`src/rtl/y86_seq_ctrl.sv`:
```
// Stage sequencer for the sequential Y86-64 core: walks one instruction through
// FETCH..PCUPD, owns the architectural PC, retire counter and processor status.
module y86_seq_ctrl #(
    parameter logic [63:0] RESET_PC = 64'h0
) (
    input  logic        clk,
    input  logic        rst_n,
    input  logic        start,
    input  logic [3:0]  icode,
    input  logic        instr_valid,
    input  logic        imem_error,
    input  logic        cnd,
    input  logic [63:0] valC,
    input  logic [63:0] valM,
    input  logic [63:0] valP,
    input  logic        mem_ready,
    input  logic        dmem_error,
    output logic [63:0] pc,
    output logic        f_en,
    output logic        d_en,
    output logic        e_en,
    output logic        m_en,
    output logic        w_en,
    output logic        p_en,
    output logic [2:0]  stat,
    output logic        halted,
    output logic [63:0] instr_count
);

    typedef enum logic [2:0] {
        S_IDLE    = 3'd0,
        S_FETCH   = 3'd1,
        S_DECODE  = 3'd2,
        S_EXECUTE = 3'd3,
        S_MEMORY  = 3'd4,
        S_WRBACK  = 3'd5,
        S_PCUPD   = 3'd6,
        S_HALT    = 3'd7
    } state_t;

    localparam logic [2:0] STAT_AOK = 3'd1;
    localparam logic [2:0] STAT_HLT = 3'd2;
    localparam logic [2:0] STAT_ADR = 3'd3;
    localparam logic [2:0] STAT_INS = 3'd4;

    localparam logic [3:0] IC_HALT = 4'h0;
    localparam logic [3:0] IC_JXX  = 4'h7;
    localparam logic [3:0] IC_CALL = 4'h8;
    localparam logic [3:0] IC_RET  = 4'h9;

    state_t      state_q, state_d;
    logic [2:0]  stat_q, stat_d;
    logic [3:0]  icode_q, icode_d;
    logic [63:0] pc_q, pc_d;
    logic [63:0] count_q, count_d;

    logic        is_mem_instr;
    logic [63:0] next_pc;

    // rmmovq, mrmovq, call, ret, pushq, popq touch data memory
    always_comb begin
        is_mem_instr = 1'b0;
        case (icode_q)
            4'h4, 4'h5, 4'h8, 4'h9, 4'hA, 4'hB: is_mem_instr = 1'b1;
            default:                            is_mem_instr = 1'b0;
        endcase
    end

    always_comb begin
        next_pc = valP;
        case (icode_q)
            IC_JXX:  next_pc = cnd ? valC : valP;
            IC_CALL: next_pc = valC;
            IC_RET:  next_pc = valM;
            default: next_pc = valP;
        endcase
    end

    always_ff @(posedge clk or negedge rst_n) begin
        if (!rst_n) begin
            state_q <= S_IDLE;
            stat_q  <= STAT_AOK;
            icode_q <= 4'h0;
            pc_q    <= RESET_PC;
            count_q <= 64'd0;
        end else begin
            state_q <= state_d;
            stat_q  <= stat_d;
            icode_q <= icode_d;
            pc_q    <= pc_d;
            count_q <= count_d;
        end
    end

    always_comb begin
        state_d = state_q;
        stat_d  = stat_q;
        icode_d = icode_q;
        pc_d    = pc_q;
        count_d = count_q;
        case (state_q)
            S_IDLE: begin
                if (start) begin
                    state_d = S_FETCH;
                end
            end
            S_FETCH: begin
                icode_d = icode;
                // fetch faults outrank an illegal encoding, which outranks halt
                if (imem_error) begin
                    stat_d  = STAT_ADR;
                    state_d = S_HALT;
                end else if (!instr_valid) begin
                    stat_d  = STAT_INS;
                    state_d = S_HALT;
                end else if (icode == IC_HALT) begin
                    stat_d  = STAT_HLT;
                    state_d = S_HALT;
                end else begin
                    state_d = S_DECODE;
                end
            end
            S_DECODE:  state_d = S_EXECUTE;
            S_EXECUTE: state_d = S_MEMORY;
            S_MEMORY: begin
                if (!is_mem_instr) begin
                    state_d = S_WRBACK;
                end else if (mem_ready) begin
                    if (dmem_error) begin
                        stat_d  = STAT_ADR;
                        state_d = S_HALT;
                    end else begin
                        state_d = S_WRBACK;
                    end
                end
            end
            S_WRBACK: state_d = S_PCUPD;
            S_PCUPD: begin
                state_d = S_FETCH;
                pc_d    = next_pc;
                count_d = count_q + 64'd1;
            end
            S_HALT:  state_d = S_HALT;
            default: state_d = S_IDLE;
        endcase
    end

    always_comb begin
        f_en   = 1'b0;
        d_en   = 1'b0;
        e_en   = 1'b0;
        m_en   = 1'b0;
        w_en   = 1'b0;
        p_en   = 1'b0;
        halted = 1'b0;
        case (state_q)
            S_FETCH:   f_en   = 1'b1;
            S_DECODE:  d_en   = 1'b1;
            S_EXECUTE: e_en   = 1'b1;
            S_MEMORY:  m_en   = 1'b1;
            S_WRBACK:  w_en   = 1'b1;
            S_PCUPD:   p_en   = 1'b1;
            S_HALT:    halted = 1'b1;
            default:   halted = 1'b0;
        endcase
    end

    assign pc          = pc_q;
    assign stat        = stat_q;
    assign instr_count = count_q;

endmodule

```
`config.mk`:
```
export PLATFORM = sky130hd
export DESIGN_NAME = y86_seq_ctrl
export DESIGN_NICKNAME = d
export VERILOG_FILES = /design/src/rtl/y86_seq_ctrl.sv
export SDC_FILE = /design/constraint.sdc
export NUM_CORES = 1
export LEC_CHECK = 0
export CAP_MARGIN = 10
export CORE_ASPECT_RATIO = 1.1
export CORE_UTILIZATION = 25
export CTS_CLUSTER_SIZE = 30
export DETAILED_ROUTE_END_ITERATION = 8
export PLACE_DENSITY_LB_ADDON = 0.2
export SYNTH_ARGS = -nofsm -noshare
export SYNTH_HDL_FRONTEND = slang
export SYNTH_SLANG_ARGS = --single-unit
```
`constraint.sdc`:
```
create_clock -name clk -period 2.39 [get_ports clk]
set_clock_uncertainty 0.05 [all_clocks]
set_input_delay 0.5975 -clock clk [delete_from_list [all_inputs] [get_ports clk]]
set_output_delay 0.5975 -clock clk [all_outputs]
set_load 0.02 [all_outputs]
```
=== Word level (Yosys, flattened, before mapping) ===
Cells that the tools add are included.
W data, S select, Z words.

* Output and inout bits: 138
* Input bits: 204
* Flip-flop bits (word level): 138
* Word-level logic and storage cells: 57

* Reduce and logical (&&, ||, !) cells: 6
* Eq/ne operators: 20
* Mux-type cells: 25
* $add $sub $neg: 1

{| class="wikitable"
|+ Operators by type and width
! cell !! number
|-
| $pmux W64 S3 || 1
|-
| $add A64 B1 Y64 const B || 1
|-
| $mux W64 || 1
|-
| $mux W3 || 12
|-
| $pmux W3 S8 || 1
|-
| $eq A4 B4 Y1 const B || 4
|-
| $eq A3 B3 Y1 const B || 4
|-
| $eq A4 B3 Y1 const B || 3
|-
| $mux W1 || 8
|-
| $ne A2 B2 Y1 const B || 4
|-
| $eq A3 B2 Y1 const B || 2
|-
| $pmux W3 S2 || 1
|-
| $reduce_or A6 Y1 || 1
|-
| $reduce_and A5 Y1 || 1
|-
| $logic_not A4 Y1 || 1
|-
| $ne A4 B4 Y1 const B || 1
|-
| $eq A3 B1 Y1 const B || 1
|-
| $logic_not A3 Y1 || 1
|-
| $ne A3 B3 Y1 const B || 1
|-
| $mux W2 || 1
|-
| $reduce_and A2 Y1 || 1
|-
| $reduce_bool A2 Y1 || 1
|}

=== Logic depth before layout (Yosys ltp) ===
* Depth after elaboration: 5
* Gate-level depth with buffers: 7
* Gate-level depth less buffers: 6

=== Worst setup path after synthesis ===
OpenSTA, ideal clock, no wires.

* Path type: register to register
* Start: register state_q[0]
* End: register stat_q[2] (netlist: stat[2])
* Setup slack: 238 ps
* Cell stages (with the launch flop): 7
* Arrival: 1977 ps
* Period minus slack after synthesis: 2152 ps
* Path buffers: 1
* Setup time: 125 ps
* Required time: 2215 ps
* Cells stage by stage: dfrtp_1 -> buf_2 -> inv_1 -> nor3_1 -> nand2_1 -> o21ai_1 -> mux2_2

* Cells in the longest elaborated chain, start to end: 3
* Elaborated cells between the ends (all ways): 9
* Classes of those cells: eq/ne (6); mux (1); reduce/logical (2)

{| class="wikitable"
|+ RTL lines
! item !! RTL line !! RTL
|-
| start, declared || 51 || <nowiki>state_t state_q, state_d;</nowiki>
|-
| start signal, assigned || 87 || <nowiki>state_q <= state_d;</nowiki>
|-
| $eq A3 B1 Y1 or $eq A3 B3 Y1 (tied branches) || 101 || <nowiki>case (state_q)</nowiki>
|-
| $ne A4 B4 Y1 (no source line), or another cell as far along || -- ||
|-
| $reduce_and A5 Y1 (no source line) || -- ||
|-
| end signal, assigned || 88 || <nowiki>stat_q <= stat_d;</nowiki>
|-
| end, declared || 52 || <nowiki>logic [2:0] stat_q, stat_d;</nowiki>
|}

Several ways; a longest one is shown, not always the timed one.
A chain may end at the register's enable or synchronous reset.

=== Worst setup path in the final report ===
* Start: register state_q[2]
* End: output halted

* Cells in the longest elaborated chain, start to end: 2

{| class="wikitable"
|+ RTL lines
! item !! RTL line !! RTL
|-
| $eq A3 B3 Y1 || 156 || <nowiki>case (state_q)</nowiki>
|-
| $mux W1 || 156 ||
|-
| end, declared || 26 || <nowiki>output logic halted,</nowiki>
|}

No other way between the ends.

==> out/qor.yml <==
final_layout:
  num-nets-final: 1245
  area_delta_synth_final_pct: 67.89
  drive_above_1_share_pct: 9.972
  nFillCells: 2604
setup_path:
  cp-end-kind: "output port"
  worstPathMaxFanout: 7
  r2r_start: "state_q[0]"
  rrSetupSlack_ns: 0.20
  cp_data_required_time_ns: 1.74
  worst_r2r_path_depth: 6
  criticalPathCategory: "flip-flop to output port"
  crit_arrival_ns: 1.67
  critPathLaunch: "state_q[2]"
  start_kind: "flip-flop"
  reg2reg_to: "instr_count[55]"
  crit_end: "halted"
placed_design:
  portBuffers: 341
  hpwl_um: 19570
  pre_cts_ws_ns: 0.002383
  gp_congestion: 0.8031
yosys:
  synth_area_sq_um: 6780
  ys_seq_elements: 138
  netlist_instances: 690
  syn_avg_cell_area_sq_um: 9.826
  ys_warn_count: 0
  yosysUniqueCellTypes: 47
  seq_area_frac_synth_pct: 50.95
  synth_nets: 895
sta:
  finalCriticalPeriod_ns: 2.315
  finalSetupViolCount: 0
  rsz0062_at_grt: "no"
  fin_ws_ns: 0.07536
  finalSetupTns_ns: 0
  worstMarginPinSlew_ns: 0.8198
  maxSlewHeadroom_pct: 45.35
  fmax_ghz: 0.4320
  post-route-period-util_pct: 96.85
  slew_viol_final: 0
  hold_viol_final: 0
job:
  maxCapViolCount: 0
clock_network:
  clk_latency_ns: 0.42
  htree_levels: 4
  cts_buffer_depth: 2
  numCtsBuffers: 17
  clk_pin_slew_ns: 0.06
  cts_root_buf: "clkbuf_16"
  post_cts_buffers: 0
  cts_tree: "built"
  cts_sinks: 138
detailed_routing:
  vias: 6641
  vias_per_cell: 4.713
  drt_iter0_drc: 236
  first_pass_iters: 4
  wl_per_cell_um: 18.79
  postRouteAntennaNets: 0
  drcViolationCount: 0
  wl_um: 26480
global_route:
  grt_max_degree: 68
  grt-ovfl-total: 0
  grtUsageTotal_pct: 19.15
  grt_first_pass_wirelength_um: 40810
  antenna_found_initial: 4
  grt_pass1_vias: 6944
floorplan:
  coreArea_sq_um: 26380
  initial_core_util_pct: 25.71
  dieArea_sq_um: 27780
  die_w_um: 159.0
  rows: 62
  ioPinCount: 342
  die_h_um: 174.7
status:
  outcome: "finished, final reports clean"
pwr:
  power_leakage_nw: 4.638
  vdd_ir_drop_max_mv: 0.3461
  power.density_nw_per_um2: 509.3
hold_path:
  min-delay-path-class: "input pin to asynchronous set/reset pin"
[final cells by class]
type	count	area [sq um]	share of cell area [%]
well taps	352	440.4	3.869
repair buffers	371	3716	32.64
inverters	16	60.06	0.5276
clock buffers	20	446.7	3.924
diodes	4	10.01	0.08793
flip-flops and latches	138	3458	30.38
clock inverters	12	141.4	1.242
multi-input cells	496	3110	27.32
[state kept, by name, indices dropped and copies added (netlist names)]
name and cells:
state_q 3, instr_count 64, icode_q 4, pc 64, stat 3
[critical path, stage by stage (launching register included)]
cell,delay (ns)
dfrtp_2,0.45
and3_1,0.19
clkdlybuf4s50_1,0.61
[cells in the final DEF (no fill, tap or decap), types with 5 or more instances in the layout]
cell type,Yosys,final
and3_1,8,8
dlygate4sd2_1,0,5
xor2_1,33,33
buf_4,0,23
nand4_2,5,5
clkbuf_16,0,17
nand3_1,19,19
a21oi_1,65,65
nor2_1,89,88
inv_1,16,15
nor4_1,8,8
clkdlybuf4s50_1,0,334
dfrtp_1,137,134
buf_12,0,7
nand2_1,96,96
xnor2_1,31,31
mux2_2,6,6
a221oi_1,64,64
nor3_1,12,12
nor3_2,7,7
nand4_1,15,15
[timing repair]
item,4_1_cts,5_1_grt
resized for setup,10,3
setup endpoints to repair,7,2
hold buffers,0,0
pin swaps,0,0
[worst min-delay path by stage]
stage | startpoint | endpoint | slack, ns | cells after the start
CTS | rst_n | pc[13] | 0.008 | 1
floorplan | rst_n | icode_q[0] | 0.25 | 0
finish | rst_n | instr_count[9] | 0.01 | 1
detailed placement | instr_count[63] | instr_count[63] | 0.41 | 1
global placement | instr_count[63] | instr_count[63] | 0.41 | 1
global route | rst_n | pc[13] | 0.01 | 1
[per-layer routing]
| metal | part of all wire [%] | vias to the layer above | global-route usage, % | wire [um] |
|---|---|---|---|---|
| li1 | - | 3163 | - | - |
| met1 | 40 | 3188 | 22.26 | 10570 |
| met2 | 49 | 243 | 32.05 | 13000 |
| met3 | 8.1 | 47 | 6.765 | 2132 |
| met4 | 3.0 | 0 | 7.853 | 783 |
| met5 | 0 | - | 0 | 0 |
[metrics by stage]
| stage | util [%] | hold slack [ns] | power, W | area (sq um) | std cells |
|---|---|---|---|---|---|
| floorplan | - | 0.2519 | 0.002584 | 6780 | 690 |
| global placement | 40.90 | 0.4053 | 0.003126 | 10790 | 1373 |
| detailed placement | 40.90 | 0.4126 | 0.003125 | 10790 | 1373 |
| CTS | 43.13 | 0.008499 | 0.005867 | 11370 | 1405 |
| global route | 43.16 | 0.01060 | 0.005996 | 11380 | 1409 |
| finish | 43.16 | 0.009754 | 0.005797 | 11380 | 1409 |
[cells in the mapped netlist, drive strengths merged]
| cell | n | share of area, % |
|---|---|---|
| o31ai | 1 | 0.18 |
| nor3 | 19 | 1.9 |
| or4 | 2 | 0.28 |
| ha | 1 | 0.18 |
| nand3 | 20 | 1.6 |
| and3 | 8 | 0.74 |
| xnor2 | 31 | 4.0 |
| inv | 16 | 0.89 |
| nand3b | 2 | 0.41 |
| a31oi | 1 | 0.092 |
| or2 | 1 | 0.092 |
| and4 | 2 | 0.26 |
| and2 | 3 | 0.28 |
| nor2 | 89 | 4.9 |
| dfstp | 1 | 0.39 |
| a32o | 1 | 0.15 |
| clkbuf | 35 | 2.0 |
| mux2i | 1 | 0.15 |
| or3b | 1 | 0.13 |
| o21a | 1 | 0.11 |
| nand2 | 96 | 5.3 |
| dfrtp | 137 | 51 |
| xor2 | 33 | 4.3 |
| buf | 5 | 0.63 |
| nand2b | 3 | 0.28 |
| nand4b | 1 | 0.13 |
| nor3b | 1 | 0.11 |
| o21ai | 3 | 0.22 |
| mux2 | 6 | 1.0 |
| a21oi | 65 | 4.8 |
| nand4 | 21 | 2.6 |
| nor2b | 2 | 0.18 |
| a221oi | 64 | 8.3 |
| nor4 | 16 | 2.7 |
| nor4b | 1 | 0.22 |
[power by group]
group | internal, W | total [W] | switching (W)
Combinational | 0.000418 | 0.000655 | 0.000237
Clock | 0.00158 | 0.00272 | 0.00114
Sequential | 0.00239 | 0.00242 | 0.0000327
Total | 0.00439 | 0.00580 | 0.00141
[kinds of logic after synthesis]
kind of cell	count (synthesis)	share of synthesized area, %
flops	138	50.95
compound gates	136	13.82
mux	7	1.144
fa+ha+maj	1	0.1845
simple gates	288	22.16
xor+xnor	64	8.267
buf+inv	56	3.469
(Power assumes the default switching activity.)
